<file path="src/rtl/explore_gen_pkg.sv">
// Shared constants, FSM encoding and arithmetic helpers for the exploration generator.
// The LFSR step and the epsilon decay live here so every user applies the same rule.
package explore_gen_pkg;

    localparam logic [31:0] LFSR_MASK32   = 32'h80200003;
    localparam logic [31:0] LFSR_ZERO_SUB = 32'hACE1ACE1;
    localparam int          ACT_W         = 2;

    typedef enum logic {
        ST_DECAY = 1'b0,
        ST_FLOOR = 1'b1
    } state_t;

    // A one-step period still needs a one-bit counter to keep the port widths legal.
    function automatic int cnt_width(input int unsigned period);
        return (period > 1) ? $clog2(period) : 1;
    endfunction

    function automatic logic [31:0] lfsr_next(input logic [31:0] r);
        return (r >> 1) ^ (r[0] ? LFSR_MASK32 : 32'h0);
    endfunction

    // The minimum decrement of one guarantees progress toward the floor even for tiny epsilon.
    function automatic logic [15:0] eps_decay(input logic [15:0] eps,
                                              input logic [15:0] eps_min,
                                              input int unsigned shift);
        logic [15:0] d;
        logic [15:0] e;
        d = eps >> shift;
        if (d == 16'h0) d = 16'h1;
        e = eps - d;
        return (e < eps_min) ? eps_min : e;
    endfunction

endpackage

</file>
<file path="src/rtl/explore_gen_if.sv">
// Control and result bundle between the exploration generator and the policy generator.
// The master side issues decision steps; the slave side returns the drawn actions.
interface explore_gen_if;
    import explore_gen_pkg::*;

    logic             learning;
    logic             step;
    logic             eps_reload;
    logic [ACT_W-1:0] Arand_A;
    logic [ACT_W-1:0] Arand_B;
    logic             Asel_A;
    logic             Asel_B;
    logic             act_valid;
    logic [15:0]      epsilon;
    logic             eps_floor;

    modport master (
        output learning, step, eps_reload,
        input  Arand_A, Arand_B, Asel_A, Asel_B, act_valid, epsilon, eps_floor
    );

    modport slave (
        input  learning, step, eps_reload,
        output Arand_A, Arand_B, Asel_A, Asel_B, act_valid, epsilon, eps_floor
    );

endinterface

</file>
<file path="src/rtl/explore_gen_lfsr32_galois.sv">
// 32-bit Galois LFSR advancing one position per adv pulse.
// A zero seed is swapped for a fixed non-zero constant so the register can never lock up.
module lfsr32_galois
    import explore_gen_pkg::*;
(
    input  logic        clk,
    input  logic        rst,
    input  logic [31:0] seed,
    input  logic        adv,
    output logic [31:0] q
);

    logic [31:0] seed_eff;

    assign seed_eff = (seed == 32'h0) ? LFSR_ZERO_SUB : seed;

    // NOTE: registered state uses non-blocking assignment so every flop samples pre-edge values.
    always_ff @(posedge clk) begin
        if (rst) begin
            q <= seed_eff;
        end else if (adv) begin
            q <= lfsr_next(q);
        end
    end

endmodule

</file>
<file path="src/rtl/explore_gen.sv">
// Exploration input generator: two LFSR action draws per step, compared against a shared
// epsilon that decays every DECAY_PERIOD learning steps until it settles at EPS_MIN.
module explore_gen
    import explore_gen_pkg::*;
#(
    parameter logic [31:0] SEED_A       = 32'h1D872B41,
    parameter logic [31:0] SEED_B       = 32'h7F4A7C15,
    parameter logic [15:0] EPS_INIT     = 16'hE666,
    parameter logic [15:0] EPS_MIN      = 16'h0CCC,
    parameter int unsigned DECAY_PERIOD = 16,
    parameter int unsigned DECAY_SHIFT  = 4
) (
    input logic       clk,
    input logic       rst,
    explore_gen_if.slave bus
);

    localparam int               CNT_W     = cnt_width(DECAY_PERIOD);
    localparam logic [CNT_W-1:0] CNT_LAST  = CNT_W'(DECAY_PERIOD - 1);
    localparam state_t           RST_STATE = (EPS_INIT <= EPS_MIN) ? ST_FLOOR : ST_DECAY;

    logic [31:0]      lfsr_a;
    logic [31:0]      lfsr_b;
    logic [31:0]      draw_a;
    logic [31:0]      draw_b;
    logic [15:0]      epsilon;
    logic [15:0]      epsilon_next;
    logic [CNT_W-1:0] step_cnt;
    logic [CNT_W-1:0] step_cnt_next;
    state_t           state;
    state_t           state_next;
    logic             qualify;

    lfsr32_galois u_lfsr_a (.clk(clk), .rst(rst), .seed(SEED_A), .adv(bus.step), .q(lfsr_a));
    lfsr32_galois u_lfsr_b (.clk(clk), .rst(rst), .seed(SEED_B), .adv(bus.step), .q(lfsr_b));

    // Draws use the value the LFSRs are about to load, so outputs match the new LFSR state.
    assign draw_a  = lfsr_next(lfsr_a);
    assign draw_b  = lfsr_next(lfsr_b);
    assign qualify = bus.step & bus.learning & (state == ST_DECAY);

    // NOTE: every always_comb output gets a default first, so no path can infer a latch.
    always_comb begin
        epsilon_next  = epsilon;
        step_cnt_next = step_cnt;
        state_next    = state;
        if (bus.eps_reload) begin
            epsilon_next  = EPS_INIT;
            step_cnt_next = '0;
            state_next    = RST_STATE;
        end else if (state == ST_FLOOR) begin
            step_cnt_next = '0;
        end else if (qualify) begin
            if (step_cnt == CNT_LAST) begin
                step_cnt_next = '0;
                epsilon_next  = eps_decay(epsilon, EPS_MIN, DECAY_SHIFT);
                if (epsilon_next == EPS_MIN) state_next = ST_FLOOR;
            end else begin
                step_cnt_next = step_cnt + CNT_W'(1);
            end
        end
    end

    always_ff @(posedge clk) begin
        if (rst) begin
            epsilon  <= EPS_INIT;
            step_cnt <= '0;
            state    <= RST_STATE;
        end else begin
            epsilon  <= epsilon_next;
            step_cnt <= step_cnt_next;
            state    <= state_next;
        end
    end

    always_ff @(posedge clk) begin
        if (rst) begin
            bus.Arand_A   <= '0;
            bus.Arand_B   <= '0;
            bus.Asel_A    <= 1'b0;
            bus.Asel_B    <= 1'b0;
            bus.act_valid <= 1'b0;
        end else begin
            bus.act_valid <= bus.step;
            if (bus.step) begin
                bus.Arand_A <= draw_a[16 +: ACT_W];
                bus.Arand_B <= draw_b[16 +: ACT_W];
                bus.Asel_A  <= (draw_a[15:0] > epsilon);
                bus.Asel_B  <= (draw_b[15:0] > epsilon);
            end
        end
    end

    assign bus.epsilon   = epsilon;
    assign bus.eps_floor = (state == ST_FLOOR);

endmodule
</file>
<file path="src/flat_wrapper.sv">
// flat-port wrapper written by rule: the top's interface ports become plain ports
module explore_gen_flat import explore_gen_pkg::*;
#(
    parameter logic [31:0] SEED_A       = 32'h1D872B41,
    parameter logic [31:0] SEED_B       = 32'h7F4A7C15,
    parameter logic [15:0] EPS_INIT     = 16'hE666,
    parameter logic [15:0] EPS_MIN      = 16'h0CCC,
    parameter int unsigned DECAY_PERIOD = 16,
    parameter int unsigned DECAY_SHIFT  = 4
)
  (clk, rst, bus_learning, bus_step, bus_eps_reload, bus_Arand_A, bus_Arand_B, bus_Asel_A, bus_Asel_B, bus_act_valid, bus_epsilon, bus_eps_floor);
  explore_gen_if bus_i ();
  input logic clk;
  input logic rst;
  input wire logic [$bits(bus_i.learning)-1:0] bus_learning;
  input wire logic [$bits(bus_i.step)-1:0] bus_step;
  input wire logic [$bits(bus_i.eps_reload)-1:0] bus_eps_reload;
  output wire logic [$bits(bus_i.Arand_A)-1:0] bus_Arand_A;
  output wire logic [$bits(bus_i.Arand_B)-1:0] bus_Arand_B;
  output wire logic [$bits(bus_i.Asel_A)-1:0] bus_Asel_A;
  output wire logic [$bits(bus_i.Asel_B)-1:0] bus_Asel_B;
  output wire logic [$bits(bus_i.act_valid)-1:0] bus_act_valid;
  output wire logic [$bits(bus_i.epsilon)-1:0] bus_epsilon;
  output wire logic [$bits(bus_i.eps_floor)-1:0] bus_eps_floor;
  assign bus_i.learning = bus_learning;
  assign bus_i.step = bus_step;
  assign bus_i.eps_reload = bus_eps_reload;
  assign bus_Arand_A = bus_i.Arand_A;
  assign bus_Arand_B = bus_i.Arand_B;
  assign bus_Asel_A = bus_i.Asel_A;
  assign bus_Asel_B = bus_i.Asel_B;
  assign bus_act_valid = bus_i.act_valid;
  assign bus_epsilon = bus_i.epsilon;
  assign bus_eps_floor = bus_i.eps_floor;
  explore_gen #(.SEED_A(SEED_A), .SEED_B(SEED_B), .EPS_INIT(EPS_INIT), .EPS_MIN(EPS_MIN), .DECAY_PERIOD(DECAY_PERIOD), .DECAY_SHIFT(DECAY_SHIFT)) u_core (.clk(clk), .rst(rst), .bus(bus_i));
endmodule
</file>
<file path="config.mk">
export PLATFORM = sky130hd
export DESIGN_NAME = explore_gen_flat
export DESIGN_NICKNAME = d
export VERILOG_FILES = /design/src/rtl/explore_gen_pkg.sv /design/src/rtl/explore_gen_if.sv /design/src/rtl/explore_gen_lfsr32_galois.sv /design/src/rtl/explore_gen.sv /design/src/flat_wrapper.sv
export SDC_FILE = /design/constraint.sdc
export NUM_CORES = 1
export LEC_CHECK = 0
export ABC_CLOCK_PERIOD_IN_PS = 4300
export CORE_ASPECT_RATIO = 2
export CORE_MARGIN = 2
export CORE_UTILIZATION = 25
export DETAILED_ROUTE_END_ITERATION = 8
export GPL_TIMING_DRIVEN = 0
export PLACE_DENSITY = 0.51
export REMOVE_ABC_BUFFERS = 1
export SYNTH_ARGS = -nofsm -noshare
export SYNTH_HDL_FRONTEND = slang
export SYNTH_HIERARCHICAL = 1
export SYNTH_SLANG_ARGS = --single-unit
</file>
<file path="constraint.sdc">
create_clock -name clk -period 4.3 [get_ports clk]
set_input_delay 0.86 -clock clk [delete_from_list [all_inputs] [get_ports clk]]
set_output_delay 0.86 -clock clk [all_outputs]
set_load 0.05 [all_outputs]
</file>
==> reports/summary.txt <==
LEAKAGE = 3.05 nW
Area of the multi-input gates = 3420 um^2
Reg2reg setup slack = 390 ps
Worst Max-Slew Pin Slew = 950 ps
P_sw = 0.512 mW
FF+latch count, synth = 92
Worst setup SP type = flip-flop
Pins over their slew limit = 0
Initial core utilization = 25.2%
DR DRC count = 0
Antenna cell count = 0
Drt first pass iters = 4
Post-synth EDFFs = 64
Hold path cells = 2
Largest buffer count on any clock path = 2
Area of the core = 23000 um^2
Vias in the first global route = 4165
First-pass GRT wire length = 21000 um
Met2 global-route usage = 17.6%
Worst Hold Launch = u_core/bus.Asel_A$_SDFFE_PP0P_
Die height = 220 um
GR Overflow Total = 0
Die area = 24600 um^2
GR peak layer = met2
Avg Cell Area, Syn = 10.2 um^2
Hold Path Class = flip-flop to flip-flop
Hold buffers post-CTS = 0
FFs w/ async S/R, synth = 0%
CP arrival = 4140 ps
Routed Antenna Nets = 0
M3 GR Usage = 1.68%
DRC marker count from the first detailed-route iteration = 221
Ys Warns = 6
Resize count post-CTS = 0
Initial antenna violation count = 0
Slew headroom = 36.4%
Maximum number of pins on one net before global-route repair = 87
Gp weighted congestion = 0.872
Min Clock Period, post-route = 3910 ps
Met1 usage = 13.8%
Cell area after layout = 7050 um^2
Post-placement cell area = 6780 um^2
Reg-to-Reg Start = u_core/bus.epsilon[12]$_SDFFE_PP0P_
FF/Latch Area = 2480 um^2
IO Pins = 29
Clock share of power = 35.9%
TritonCTS clock tree = yes
Main flop type after synthesis = edfxtp_1
Mapped Cells = 571
Critical Path RT = 4540 ps
Port bufs = 28
Peak VDD IR = 0.224 mV
Setup repair bufs after CTS = 0
Total power = 2.05 mW
Post-synthesis sequential area ratio = 42.7%
Htree depth = 3
Max Clk Rate = 256 MHz
Mapped Area = 5810 um^2
RSZ-0062 raised after global routing = no
WL/cell = 12.8 um
Via-per-instance ratio = 4.38
All-Layer GR Usage = 10.7%
Switching part of the total power = 25.0%
Routed WL = 12700 um
Clk sinks = 92
Clock Latency Late Sink = 340 ps
Syn-to-layout area delta = 21.4%
# rows = 79
Clk slew on worst S/H paths = 70 ps
Setup violators final = 0
Die width = 112 um
Min setup slack post-route = 394 ps
Worst hold slack = 494 ps
Sequential Power Share = 52.4%
Layout Skew = 6.18 ps
Placed cell count = 983
Outcome = finished, final reports clean
Share of post-route cells with drive strength above 1 = 8.52%
CTS Root Cell = clkbuf_16
CP Class = flip-flop to flip-flop
Internal power = 1.54 mW
Setup WS pre-CTS = 424 ps
Yosys cell types = 69
Hold endpoint = u_core/bus.Asel_A$_SDFFE_PP0P_
Setup crit end kind = flip-flop
Layout Cells excl Fill = 999
Post-DP HPWL = 9210 um
Pwr Density = 290 nW/um^2
Comb pwr share = 11.7%
Fin crit share = 90.8%
Hold Vio Cnt, Final = 0
Via count = 4376
Worst-path maximum fanout = 10
R2R cell count = 13
RR Endpoint = u_core/bus.epsilon[5]$_SDFFE_PP1P_
Clock buffer count from CTS = 9
Final #Nets = 763
Layout fillers = 2427
MaxCap Viol Count = 0
[cells by family after synthesis]
kind of cell,synth area share [%]
AO/OA/AOI/OAI,17.1
XOR/XNOR,3.32
adder cells (fa/ha/maj),10.2
buffers and inverters,6.61
flip-flops,42.7
multiplexers,6.85
other,0.129
AND/OR/NAND/NOR,13.0
[layout make-up]
class | instances | area share [%]
Inverter | 60 | 3.19
Tap cell | 283 | 5.02
Timing Repair Buffer | 29 | 4.33
Clock buffer | 10 | 3.26
Multi-Input combinational cell | 519 | 48.4
Clock inverter | 6 | 0.550
Sequential cell | 92 | 35.2
[metrics by stage]
stage / TNS, ps / utilization, %
after CTS: 0 / 30.6
after global routing: 0 / 30.6
after floorplan: 0 / -
final: 0 / 30.6
after global placement: -136390 / 29.3
after detailed placement: 0 / 29.5
[worst max path at each step]
stage,from,to,slack [ps],depth (start not counted)
final,u_core/bus.epsilon[12]$_SDFFE_PP0P_,u_core/bus.epsilon[5]$_SDFFE_PP1P_,390,13
after global routing,u_core/bus.epsilon[12]$_SDFFE_PP0P_,u_core/bus.epsilon[5]$_SDFFE_PP1P_,140,13
after CTS,u_core/bus.epsilon[12]$_SDFFE_PP0P_,u_core/bus.epsilon[5]$_SDFFE_PP1P_,400,13
after detailed placement,u_core/bus.epsilon[12]$_SDFFE_PP0P_,u_core/bus.epsilon[5]$_SDFFE_PP1P_,420,13
after global placement,rst,u_core/bus.epsilon[8]$_SDFFE_PP0P_,-1730,4
after floorplan,u_core/bus.epsilon[12]$_SDFFE_PP0P_,u_core/bus.epsilon[5]$_SDFFE_PP1P_,810,13
[layout by cell type, fill, tap and decap left out, types with 4 or more instances in the layout]
cell type / n
mux2i_1: 6
clkdlybuf4s50_1: 27
nor2_1: 48
nand4_1: 11
o21ai_0: 17
o21a_1: 10
conb_1: 128
nand2_1: 19
xor2_1: 12
a21o_1: 5
o221ai_1: 5
inv_1: 60
nand3_1: 10
mux2_2: 24
and3_1: 4
nand2b_1: 5
nor4_1: 18
edfxtp_1: 64
xnor2_1: 10
dfxtp_1: 28
ha_1: 46
clkbuf_16: 9
a21oi_1: 21
nor2b_1: 7
nor3_1: 11
a31oi_1: 35
mux2_1: 6
[flip-flops by register name (all words and copies together), names as in the netlist]
name / count
u_core/bus.Arand_A: 2
u_core/bus.Arand_B: 2
u_core/bus.Asel_A: 1
u_core/bus.Asel_B: 1
u_core/bus.act_valid: 1
u_core/bus.eps_floor: 1
u_core/bus.epsilon: 16
u_core/step_cnt: 4
u_core/u_lfsr_a/q: 32
u_core/u_lfsr_b/q: 32
[cells in the mapped netlist, drive strengths merged (5+ instances only)]
cell type | n | area, um^2
o221ai | 5 | 43.8
nor2b | 7 | 43.8
and3 | 6 | 40.0
mux2i | 6 | 60.1
a211oi | 5 | 55.1
clkbuf | 12 | 45.0
nand3 | 10 | 50.1
nand2 | 19 | 71.3
nand4 | 11 | 68.8
xnor2 | 10 | 87.6
a21o | 7 | 55.1
mux2 | 30 | 338
o21ai | 20 | 100
a31oi | 35 | 219
nand2b | 5 | 31.3
ha | 46 | 576
nor3 | 11 | 55.1
xor2 | 12 | 105
or2 | 5 | 31.3
nor2 | 48 | 180
dfxtp | 28 | 561
buf | 13 | 105
nor4 | 20 | 138
a21oi | 22 | 114
o21a | 10 | 75.1
inv | 60 | 225
edfxtp | 64 | 1920
[per-layer routing]
| layer | vias to the layer above | routed length [um] |
|---|---|---|
| met5 | - | 0 |
| met4 | 0 | 267 |
| met3 | 20 | 391 |
| met2 | 67 | 6030 |
| met1 | 2010 | 6060 |
| li1 | 2279 | - |
[power groups by stage]
stage | logic [mW] | clock network, mW | registers (mW)
after floorplan | 0.163 | 0 | 1.09
after global placement | 0.238 | 0 | 1.09
after global routing | 0.276 | 0.799 | 1.08
after detailed placement | 0.238 | 0 | 1.09
after CTS | 0.241 | 0.761 | 1.07
final | 0.240 | 0.736 | 1.07
[worst max-delay path, cell delays in order (launching register included)]
cell and delay [ps]:
dfxtp_1 380, nor3_1 410, nand3_1 200, nand2_1 150, ha_1 150, inv_1 40
fa_1 400, a21o_2 260, a311oi_2 350, o31ai_1 150, a21oi_1 310, xnor2_1 290
o2111ai_4 310, a221o_1 380
(Power assumes the default switching activity.)
==> patch (same flow settings) <==
`DECAY_PERIOD` is set to 16 in 2 places; all go to 32.
--- a/src/rtl/explore_gen.sv
+++ b/src/rtl/explore_gen.sv
@@ -8,5 +8,5 @@
     parameter logic [15:0] EPS_INIT     = 16'hE666,
     parameter logic [15:0] EPS_MIN      = 16'h0CCC,
-    parameter int unsigned DECAY_PERIOD = 16,
+    parameter int unsigned DECAY_PERIOD = 32,
     parameter int unsigned DECAY_SHIFT  = 4
 ) (
--- a/src/flat_wrapper.sv
+++ b/src/flat_wrapper.sv
@@ -6,5 +6,5 @@
     parameter logic [15:0] EPS_INIT     = 16'hE666,
     parameter logic [15:0] EPS_MIN      = 16'h0CCC,
-    parameter int unsigned DECAY_PERIOD = 16,
+    parameter int unsigned DECAY_PERIOD = 32,
     parameter int unsigned DECAY_SHIFT  = 4
 )
Check against the original RTL: same outputs for any inputs over 4 cycles, from zero or initial values and one cycle with rst high; that may be too few to reach the edited logic, so the function may still have changed.
==> patch against the unedited design <==
- worst setup slack got worse by 0.20 ns
- largest power group unchanged
- total power rose by 1.2%
- worst hold slack got worse by 0.028 ns
- the run now ends with DRC left
- critical path type unchanged
- sequential cell count rose by 1
- area after synthesis rose by 2.1%
- global-route usage rose by 1.2 points
- routed wire length rose by 15%
- first-iteration DRC count rose by 51%
- combinational power barely moved
- non-clock buffer count did not move
- critical endpoint is now u_core/bus.eps_floor
- via count rose by 6.7%
- highest routed layer unchanged
- design area rose by 2.1%
==> patch: results (changes against the unedited design) <==
stage,metric,value,unit,change
cells_and_area,fillers,2421,,-0.25%
yosys,ys_seq_area_frac,0.422,,-0.00545
route,initialDrtViolationCount,333,,+51%
route,wl_per_cell,14.2,um,+11%
worst_setup_path,cpPeakStageDelay,0.63,ns,+0.22 ns
cells_and_area,layout-drive-gt1-share,0.0801,,-0.00509
place,dp_cells,1016,,+3.4%
route,drc,1,,+1
pwr,leakagePower,3.12,nW,+2.5%
worst_setup_path,arrival,4.40,ns,+0.26 ns
sta,skew,0.00687,ns,+0.000689 ns
clock_tree,cts_buffers,9,,unchanged
worst_setup_path,r2r_end,u_core/bus.eps_floor,,
grt,grt_pass1_wl,23.0,mm,+9.8%
hold_path,min-delay-start,u_core/step_cnt[4],,
worst_setup_path,startpoint,u_core/bus.epsilon[5],,
route,avgViaCountPerCell,4.53,,+3.3%
worst_setup_path,cp_max_fo,6,,-4
place,place_area,6910,um^2,+1.9%
place,dp_hpwl,11.0,mm,+19%
status,status,"complete, but fails checks",,
place,routabilityCongestion,0.856,,-1.8%
hold_path,hold_end,u_core/step_cnt[4],,
pwr,ir_drop,0.185,mV,-18%
grt,grt_pass1_vias,4552,,+9.3%
grt,grtUsageTotal,0.119,,+0.0120
clock_tree,clock_latency,0.36,ns,+0.02 ns
worst_setup_path,cp_slowest_cell,or4b_2,,
status,violations,DRC,,
grt,grt_max_degree,89,,+2.3%
yosys,syn_area_per_cell,9.77,um^2,-3.9%
yosys,synthTopCellsByArea,"edfxtp_1 32%, ha_1 9.9%, dfxtp_1 9.8%",,
## patch: cell count changes after synthesis, moves of 3 or more
| cell | change |
|---|---|
| o21a_1 | -3 |
| nand3_1 | -3 |
| nor2_1 | +19 |
| a21o_1 | +4 |
| nand2_1 | +8 |
| o21ai_0 | +4 |
| o221ai_1 | -5 |
| inv_1 | +6 |
| a21oi_1 | +5 |
## patch: power by group
part           leakage, nW  switching (mW)  internal [mW]  total, mW
registers            0.878          0.0423           1.04       1.09
clock network        0.126           0.357          0.390      0.747
logic                 2.12           0.134          0.107      0.240
## patch: worst max path at each step
stage	to	slack [ns]
floorplan	u_core/bus.epsilon[1]	0.69
global placement	u_core/step_cnt[0]	-1.82
detailed placement	u_core/bus.eps_floor	-0.12
CTS	u_core/bus.eps_floor	0.05
global route	u_core/bus.eps_floor	0.04
finish	u_core/bus.eps_floor	0.20
## patch: logic make-up after synthesis
logic type               after synthesis  share of synthesized area
AO/OA/AOI/OAI                        139                      0.160
multiplexers                          34                     0.0637
flip-flops                            93                      0.422
other                                  2                    0.00127
adder cells (fa/ha/maj)               48                      0.102
XOR/XNOR                              23                     0.0340
AND/OR/NAND/NOR                      173                      0.149
buffers and inverters                 95                     0.0679
## patch: metrics by stage
step | hold slack [ns] | util | TNS, ns | power, mW | setup slack [ns]
floorplan | 0.441 | - | 0 | 1.26 | 0.689
global placement | 0.447 | 0.295 | -156.29 | 1.35 | -1.82
detailed placement | 0.459 | 0.296 | -0.702 | 1.35 | -0.119
CTS | 0.469 | 0.308 | 0 | 2.12 | 0.0472
global route | 0.491 | 0.309 | 0 | 2.17 | 0.0393
finish | 0.466 | 0.309 | 0 | 2.07 | 0.196
## patch: metal layers
layer / up-vias / track usage / part of all wire
met5: - / 0 / 0
met3: 41 / 0.0191 / 0.026
li1: 2366 / - / -
met1: 2186 / 0.112 / 0.37
met4: 0 / 0.0806 / 0.052
met2: 77 / 0.227 / 0.56
## patch: worst register-to-register path: stages (launching register included)
cell	delay (ns)
dfxtp_1	0.42
nor4_2	0.30
nand2_1	0.14
o41ai_4	0.31
ha_1	0.22
inv_1	0.07
fa_1	0.46
a211oi_2	0.35
nor2_1	0.13
xnor2_1	0.17
o211ai_1	0.28
or4b_2	0.63
a21oi_1	0.22
o211ai_1	0.17
a21oi_1	0.19
## patch: timing repair
item | CTS | global route
gates cloned | 0 | 0
endpoints found under the setup margin | 11 | 9
gates resized for setup | 1 | 2
## patch: layout make-up
class,instances,area share
multi-input combinational,545,0.490
sequential,93,0.347
tap,283,0.0492
timing repair buffer,29,0.0424
inverter,66,0.0344
clock buffer,10,0.0318
clock inverter,6,0.00521
